--- src/rtl/axis_seq_pkg.sv ---
// Shared types and constants for the AXI4-Stream counter-sequence checker.
package axis_seq_pkg;

  typedef enum logic [1:0] {
    S_INIT = 2'd0,
    S_RUN  = 2'd1,
    S_GAP  = 2'd2
  } state_t;

  localparam int unsigned ERR_W            = 4;
  localparam int unsigned ERR_MISMATCH     = 0;
  localparam int unsigned ERR_EARLY_LAST   = 1;
  localparam int unsigned ERR_MISSING_LAST = 2;
  localparam int unsigned ERR_PARTIAL_STRB = 3;

  localparam int unsigned CNT_W     = 32;
  localparam int unsigned ERR_CNT_W = 16;
  localparam logic [ERR_CNT_W-1:0] ERR_CNT_MAX = 16'hFFFF;

  typedef logic [ERR_W-1:0] err_vec_t;

endpackage

--- src/rtl/axis_seq_checker_status.sv ---
// Status block: beat/packet/error counters, sticky flags, first-error capture and lock.
module axis_seq_status
  import axis_seq_pkg::*;
#(
  parameter int unsigned W = 64
) (
  input  logic                 clk,
  input  logic                 rst_n,
  input  logic                 clr,
  input  logic                 beat,
  input  logic                 last,
  input  logic                 pkt_good,
  input  err_vec_t             err,
  input  logic [W-1:0]         data,
  output logic [CNT_W-1:0]     beat_count,
  output logic [CNT_W-1:0]     pkt_count,
  output logic [ERR_CNT_W-1:0] err_count,
  output err_vec_t             err_flags,
  output logic [W-1:0]         err_data,
  output logic                 locked
);

  // clr takes priority over a beat accepted in the same cycle
  always_ff @(posedge clk or negedge rst_n) begin
    if (!rst_n) begin
      beat_count <= '0;
      pkt_count  <= '0;
      err_count  <= '0;
      err_flags  <= '0;
      err_data   <= '0;
      locked     <= 1'b0;
    end else if (clr) begin
      beat_count <= '0;
      pkt_count  <= '0;
      err_count  <= '0;
      err_flags  <= '0;
      err_data   <= '0;
      locked     <= 1'b0;
    end else if (beat) begin
      beat_count <= beat_count + CNT_W'(1);
      if (last) begin
        pkt_count <= pkt_count + CNT_W'(1);
      end
      if (|err) begin
        if (err_count != ERR_CNT_MAX) begin
          err_count <= err_count + ERR_CNT_W'(1);
        end
        if (err_flags == '0) begin
          err_data <= data;
        end
        err_flags <= err_flags | err;
        locked    <= 1'b0;
      end else if (pkt_good) begin
        locked <= 1'b1;
      end
    end
  end

endmodule

--- config.mk ---
export PLATFORM = sky130hd
export DESIGN_NAME = axis_seq_status
export DESIGN_NICKNAME = d
export VERILOG_FILES = /design/src/rtl/axis_seq_pkg.sv /design/src/rtl/axis_seq_checker_status.sv
export SDC_FILE = /design/constraint.sdc
export NUM_CORES = 1
export LEC_CHECK = 0
export ABC_AREA = 1
export CORE_MARGIN = 1.5
export CORE_UTILIZATION = 44
export DETAILED_ROUTE_END_ITERATION = 8
export GPL_ROUTABILITY_DRIVEN = 0
export MAX_ROUTING_LAYER = met4
export PLACE_DENSITY = 0.73
export SLEW_MARGIN = 25
export SYNTH_ARGS = -nofsm -noshare
export SYNTH_HDL_FRONTEND = slang
export SYNTH_SLANG_ARGS = --single-unit
--- constraint.sdc ---
create_clock -name clk -period 1.3 [get_ports clk]
set_input_delay 0.13 -clock clk [delete_from_list [all_inputs] [get_ports clk]]
set_output_delay 0.13 -clock clk [all_outputs]
set_load 0.005 [all_outputs]
==> results of run 1 <==
-- cell usage in the layout (no fill, tap or decap), drive strengths merged --
cell type | Yosys | final
nand4 | 12 | 12
o21a | 1 | 1
ha | 3 | 3
inv | 81 | 84
clkdlybuf4s50 | 0 | 72
o22ai | 1 | 1
dlygate4sd2 | 0 | 81
bufinv | 0 | 4
buf | 27 | 316
nor3 | 3 | 3
a21oi | 40 | 40
nand2 | 348 | 349
xnor2 | 1 | 1
a31oi | 1 | 1
dfrtp | 149 | 149
clkinv | 0 | 7
diode | 0 | 1
clkinvlp | 0 | 1
o21bai | 2 | 2
clkdlybuf4s15 | 0 | 4
o221ai | 2 | 2
xor2 | 7 | 7
or2 | 1 | 1
dlygate4sd3 | 0 | 1
o21ai | 97 | 97
nand3b | 1 | 1
nor3b | 2 | 2
nand3 | 49 | 49
nor2 | 163 | 164
clkbuf | 8 | 49
and2 | 2 | 2
-- cell families (layout without fill, tap and decap cells) --
group                      count (synthesis)  after routing  share of synthesized area
adders and majority gates                  3              3                   0.004755
DFF                                      149            149                     0.4723
other                                      0              1                          0
and+or+nand+nor                          581            583                     0.3155
buffers and inverters                    116            619                    0.07559
AOI/OAI and AO/OA                        144            144                     0.1230
xor gates and xnor gates                   8              8                   0.008875
-- what timing repair did --
item,4_1_cts,5_1_grt
pin swaps,56,91
endpoints found under the setup margin,280,194
buffers inserted,102,47
hold buffers,1,0
resized for setup,449,236
hold endpoints to repair,149,0
gates cloned,2,4
-- metrics by stage --
stage                       util  setup WS [ns]  instances  area (um^2)  hold slack (ns)
after CTS                 0.7647        -0.1834       1700        13320           0.1448
after global routing      0.8075        -0.4067       1732        14060           0.1731
after detailed placement  0.6581        -0.4570       1568        11460          0.02959
final                     0.8075        -0.3880       1732        14060           0.1676
after floorplan                -       -0.06849       1001         7956          -0.1656
after global placement    0.6581        -0.4137       1568        11460          0.02962
-- per-layer routing --
layer | up-vias | part of all wire
met5 | - | 0
met3 | 161 | 0.076
met2 | 547 | 0.51
met4 | 0 | 0.047
li1 | 4173 | -
met1 | 4406 | 0.36
-- power by group --
part	switching, W	internal, W	leakage (nW)
Sequential	0.000199	0.00494	2.00
Clock	0.00215	0.00323	0.308
Combinational	0.00117	0.00124	4.68
Total	0.00352	0.00941	6.99
-- worst reg2reg max path, stage by stage (launching register included) --
cell and delay [ns]:
dfrtp_1 0.40, buf_6 0.13, nand2_1 0.09, nor2_1 0.29
nand2_1 0.16, nor2_4 0.25, nand3_1 0.13, nand2_1 0.08
nor2_1 0.06
-- final timing paths --
path                                     start             end
worst max-delay path            beat_count[10]  beat_count[18]
worst min-delay path                     rst_n    err_count[2]
worst max register to register  beat_count[10]  beat_count[18]
worst min register to register    err_data[35]    err_data[35]
max in group asynchronous                rst_n   pkt_count[29]
min in group clk                       data[1]     err_data[1]
-- registers in the layout, summed over array words and instances, names as in the netlist --
signal      cells
pkt_count      32
err_flags       4
beat_count     32
err_data       64
err_count      16
locked          1
-- cell type report --
cell class	instances	area share
antenna	1	0.0001779
clock buffer	17	0.03025
clock inverter	15	0.01450
inverter	81	0.02286
multi-input combinational	738	0.3245
sequential	149	0.2659
tap	225	0.02002
timing repair buffer	506	0.3218
==> results.json, run 1 <==
{
  "rsz0062_at_grt": "true",
  "multi_input_area_mm2": 0.004564,
  "grt_pass1_vias": 8654,
  "ir_drop_uv": 884.0,
  "grt_max_degree": 45,
  "synthFlopType": "dfrtp_1",
  "async_flop_share": 1.000,
  "violations": "setup timing",
  "p_leak_nw": 6.988,
  "seq_area_mm2": 0.003740,
  "grt_pass1_wl_um": 42100,
  "totalWireLength_um": 31270,
  "worst_path_largest_cell_delay_ns": 0.40,
  "report.final.setup_viol": 146,
  "synth_top_area_frac": 0.4723,
  "dp_hpwl_um": 16650,
  "fp-row-count": 48,
  "io_pins": 223,
  "route.detailed.drc": 0,
  "rr_worst_depth": 8,
  "synth_area_leader_cell": "dfrtp_1",
  "finalCritPeriodShare": 1.298,
  "post-route-min-period_ns": 1.688,
  "cts_tree": "done",
  "cts_made_buffers": 17,
  "start_util": 0.4533,
  "final_nets": 1570,
  "synth.most_common_cell": "nand2_1",
  "drv_cap": 0,
  "synth_area_leaders": "dfrtp_1, nand2_1, o21ai_2, nor2_1, inv_1",
  "gr-usage-met3": 0.07556,
  "design.die.area_mm2": 0.01876,
  "hold_viol": 0,
  "slew_violations": 0,
  "critPathBufInv": 1,
  "clock-sinks": 149,
  "vias": 9287,
  "syn-cell-area_mm2": 0.007895,
  "setup_tns_ns": -23.54,
  "synth.avg_cell_area_um2": 7.887,
  "clk_pin_slew_ns": 0.07,
  "relSlewSlack": 0.7133,
  "clk_latency_ns": 0.44,
  "tightest_slew_ns": 0.4301,
  "coreArea_mm2": 0.01742,
  "end_kind": "register",
  "worst_slack_ns": -0.3880,
  "r2r_slack_ns": -0.39,
  "area_growth_pct": 78.15,
  "drtAntennaViolNets": 0,
  "cp.depth": 8,
  "synth_nets": 1078,
  "top_usage_layer": "met2",
  "grt_util_met2": 0.4908,
  "die_y_um": 137.0,
  "syn_inst": 1001,
  "grt_usage": 0.2974,
  "cts_buffer_depth": 2,
  "antenna_found_initial": 1,
  "status": "finished with violations",
  "power_w": 0.01293,
  "htreeDepth": 4,
  "die_w_um": 137.0,
  "cts_root_buffer": "clkbuf_16",
  "drt_iter0_markers": 708,
  "synth_edf_count": 0,
  "crit_path_cell_trace": "buf_6, nand2_1, nor2_1, nand2_1, nor2_4, nand3_1, nand2_1, nor2_1",
  "min_path_type": "input pin to async pin",
  "ys_seq_area_frac": 0.4723,
  "drive_gt1_frac": 0.4595,
  "yosysUniqueCellTypes": 37,
  "vias_per_cell": 5.362,
  "crit_type": "register to register",
  "critPathArrivalTime_ns": 2.02,
  "crit_top_cell": "nand2_1",
  "crit_fanout": 6,
  "crit_path_start_kind": "register",
  "portBuffers": 222,
  "clock_skew_ns": 0.01715,
  "use_met1": 0.3389,
  "synth_common_cells": "nand2_1, dfrtp_1, nor2_1",
  "required_ns": 1.63,
  "ys_ff_latch": 149,
  "slowest_stage": "dfrtp_1",
  "first_pass_iters": 8,
  "fmax_mhz": 592.4,
  "grt_overflow": 0,
  "nFillCells": 1044,
  "wl_per_cell_um": 18.06,
  "yosys_warnings": 0,
  "critPathTopFamily": "simple AND/OR/NAND/NOR gates",
  "pwr_density_cell_mw_per_mm2": 919.4
}
Power figures use the tool's default switching activity.
==> run 2: changes to the inputs <==
--- a/config.mk
+++ b/config.mk
@@ -6,6 +6,7 @@
 export NUM_CORES = 1
 export LEC_CHECK = 0
 export ABC_AREA = 1
+export ABC_CLOCK_PERIOD_IN_PS = 1300
 export CORE_MARGIN = 1.5
 export CORE_UTILIZATION = 44
 export DETAILED_ROUTE_END_ITERATION = 8
==> results of run 2 <==
No change in the layout: final DEF, timing and power equal those of run 1.
==> run 3: changes to the inputs <==
--- a/config.mk
+++ b/config.mk
@@ -17,3 +17,4 @@
 export SYNTH_ARGS = -nofsm -noshare
 export SYNTH_HDL_FRONTEND = slang
 export SYNTH_SLANG_ARGS = --single-unit
+export TNS_END_PERCENT = 1
==> run 3 against run 2 <==
  * The flow still finishes with violations (setup timing)
  * Critical path depth is 2 higher
  * Total power is 5.0% lower
  * Non-clock buffer count is 83 lower
  * Setup slack better by 0.19 ns
  * Highest routed layer unchanged
==> results.json, run 3 (synthesized netlist as in run 1, its figures left out) <==
{
  "status": "finished with violations",
  "violations": "setup timing",
  "clock-sinks": 149,
  "nFillCells": 1374,
  "antenna_found_initial": 0,
  "grt_pass1_wl_um": 38010,
  "largest_reg_flops": 64,
  "p_leak_nw": 6.129,
  "die_y_um": 137.0,
  "design.die.area_mm2": 0.01876,
  "totalWireLength_um": 24300,
  "portBuffers": 222,
  "wl_per_cell_um": 14.76,
  "die_w_um": 137.0,
  "route.detailed.drc": 0,
  "drtAntennaViolNets": 0,
  "vias": 8101,
  "report.final.setup_viol": 133,
  "htreeDepth": 4,
  "crit_type": "register to register",
  "cts_tree": "done",
  "finalCritPeriodShare": 1.156,
  "rsz0062_at_grt": "true",
  "crit_fanout": 7,
  "p_seq_frac": 0.419,
  "area_growth_pct": 57.46,
  "drv_cap": 0,
  "switching_power_w": 0.003365,
  "min_path_type": "input pin to async pin",
  "clk_pin_slew_ns": 0.07,
  "grt_pass1_vias": 7794,
  "required_ns": 1.62,
  "io_pins": 223,
  "worst_slack_ns": -0.2027,
  "fmax_mhz": 665.5,
  "regMostFlops": "err_data",
  "hold_viol": 0,
  "relSlewSlack": 0.7640,
  "tightest_slew_ns": 0.3540,
  "combPwrFrac": 0.168,
  "grt_usage": 0.2679,
  "clock_skew_ns": 0.01155,
  "setup_tns_ns": -9.170,
  "cts_root_buffer": "clkbuf_16",
  "ir_drop_uv": 864.5,
  "cts_made_buffers": 17,
  "final_common_cell": "nand2_1",
  "switching_share": 0.2738,
  "pwr_density_cell_mw_per_mm2": 988.7,
  "diodes": 0,
  "clk_latency_ns": 0.43,
  "critPathArrivalTime_ns": 1.82,
  "clock_power_share": 0.413,
  "drt_iter0_markers": 351,
  "coreArea_mm2": 0.01742,
  "slew_violations": 0,
  "timing.hold.ws_ns": 0.1607,
  "dp_hpwl_um": 17050,
  "grt_overflow": 0,
  "instances_no_fill": 1646,
  "crit_path_start_kind": "register",
  "post-route-min-period_ns": 1.503,
  "start_util": 0.4533,
  "final_cell_mix": "nand2_1, buf_4, dfrtp_1",
  "p_int_w": 0.008926,
  "grt_max_degree": 36,
  "final_nets": 1485,
  "cts_buffer_depth": 2,
  "fp-row-count": 48,
  "drive_gt1_frac": 0.3505,
  "largestRegisters": "err_data x64, beat_count x32, pkt_count x32",
  "end_kind": "register",
  "dp.cells": 1558,
  "vias_per_cell": 4.922,
  "first_pass_iters": 5
}
## run 3: cell count changes in the layout (fill, tap and decap cells not counted), moves of 14 or more
cell and delta:
buf_6 -63, nand2_1 +52, nand2_2 -31, buf_4 -26
nand2_4 -20, nand3_1 +19, nor2_4 -19, clkbuf_2 +15
o21ai_0 +15, nand3_2 -14
## run 3: path summary, 6_finish.rpt
kind	depth (start not counted)	start	slack (ns)	end
max	10	pkt_count[0]	-0.20	pkt_count[13]
min	2	rst_n	0.16	err_count[7]
min reg2reg	2	err_data[46]	0.48	err_data[46]
min in group clk	3	data[2]	0.25	err_data[2]
max reg2reg	10	pkt_count[0]	-0.20	pkt_count[13]
max in group asynchronous	3	rst_n	0.57	beat_count[27]
## run 3: area by class of cell
class,instances,area [um^2],area share
well taps,225,281.5,0.02264
inverters,81,309.0,0.02486
flip-flops and latches,149,3739,0.3007
multi-input cells,736,3940,0.3169
clock inverters,14,162.7,0.01308
clock buffers,18,439.2,0.03533
repair buffers,423,3561,0.2864
## run 3: stage by stage
| step | setup slack [ns] | total power, W | utilization | instance area (um^2) |
|---|---|---|---|---|
| after CTS | -0.2000 | 0.01232 | 0.7097 | 12360 |
| after floorplan | -0.07254 | 0.006062 | - | 7910 |
| after global routing | -0.3310 | 0.01279 | 0.7138 | 12430 |
| after global placement | -0.4246 | 0.007312 | 0.6497 | 11320 |
| after detailed placement | -0.4677 | 0.007345 | 0.6497 | 11320 |
| final | -0.2027 | 0.01229 | 0.7138 | 12430 |
## run 3: power by group through the flow
| stage | clock network, W | registers (W) | logic [W] |
|---|---|---|---|
| floorplan | 0 | 0.00523 | 0.000827 |
| detailed placement | 0 | 0.00521 | 0.00214 |
| global route | 0.00537 | 0.00518 | 0.00224 |
| finish | 0.00508 | 0.00515 | 0.00206 |
| global placement | 0 | 0.00521 | 0.00211 |
| CTS | 0.00515 | 0.00513 | 0.00204 |
## run 3: layer usage
layer / wire, um / vias to the layer above / global-route usage
met5: 0 / - / -
met4: 524 / 0 / 0.09006
met3: 1088 / 42 / 0.05148
met2: 12360 / 245 / 0.4436
met1: 10320 / 3825 / 0.3294
li1: - / 3989 / -
## run 3: critical path, stage by stage (launching register included)
cell and delay [ns]:
dfrtp_1 0.41, buf_4 0.14, buf_6 0.10, inv_2 0.05
nor2_4 0.15, nand2_4 0.10, nor2_8 0.15, buf_6 0.13
nand3_1 0.07, nand2_1 0.06, nor2_1 0.04
## run 3: timing repair
| action | in CTS | in global routing |
|---|---|---|
| hold buffers | 1 | 0 |
| pin swaps | 8 | 11 |
| gates cloned | 0 | 1 |
| endpoints found under the hold margin | 149 | 0 |
| resized for setup | 288 | 139 |
| setup buffers | 50 | 5 |
| setup endpoints to repair | 282 | 195 |
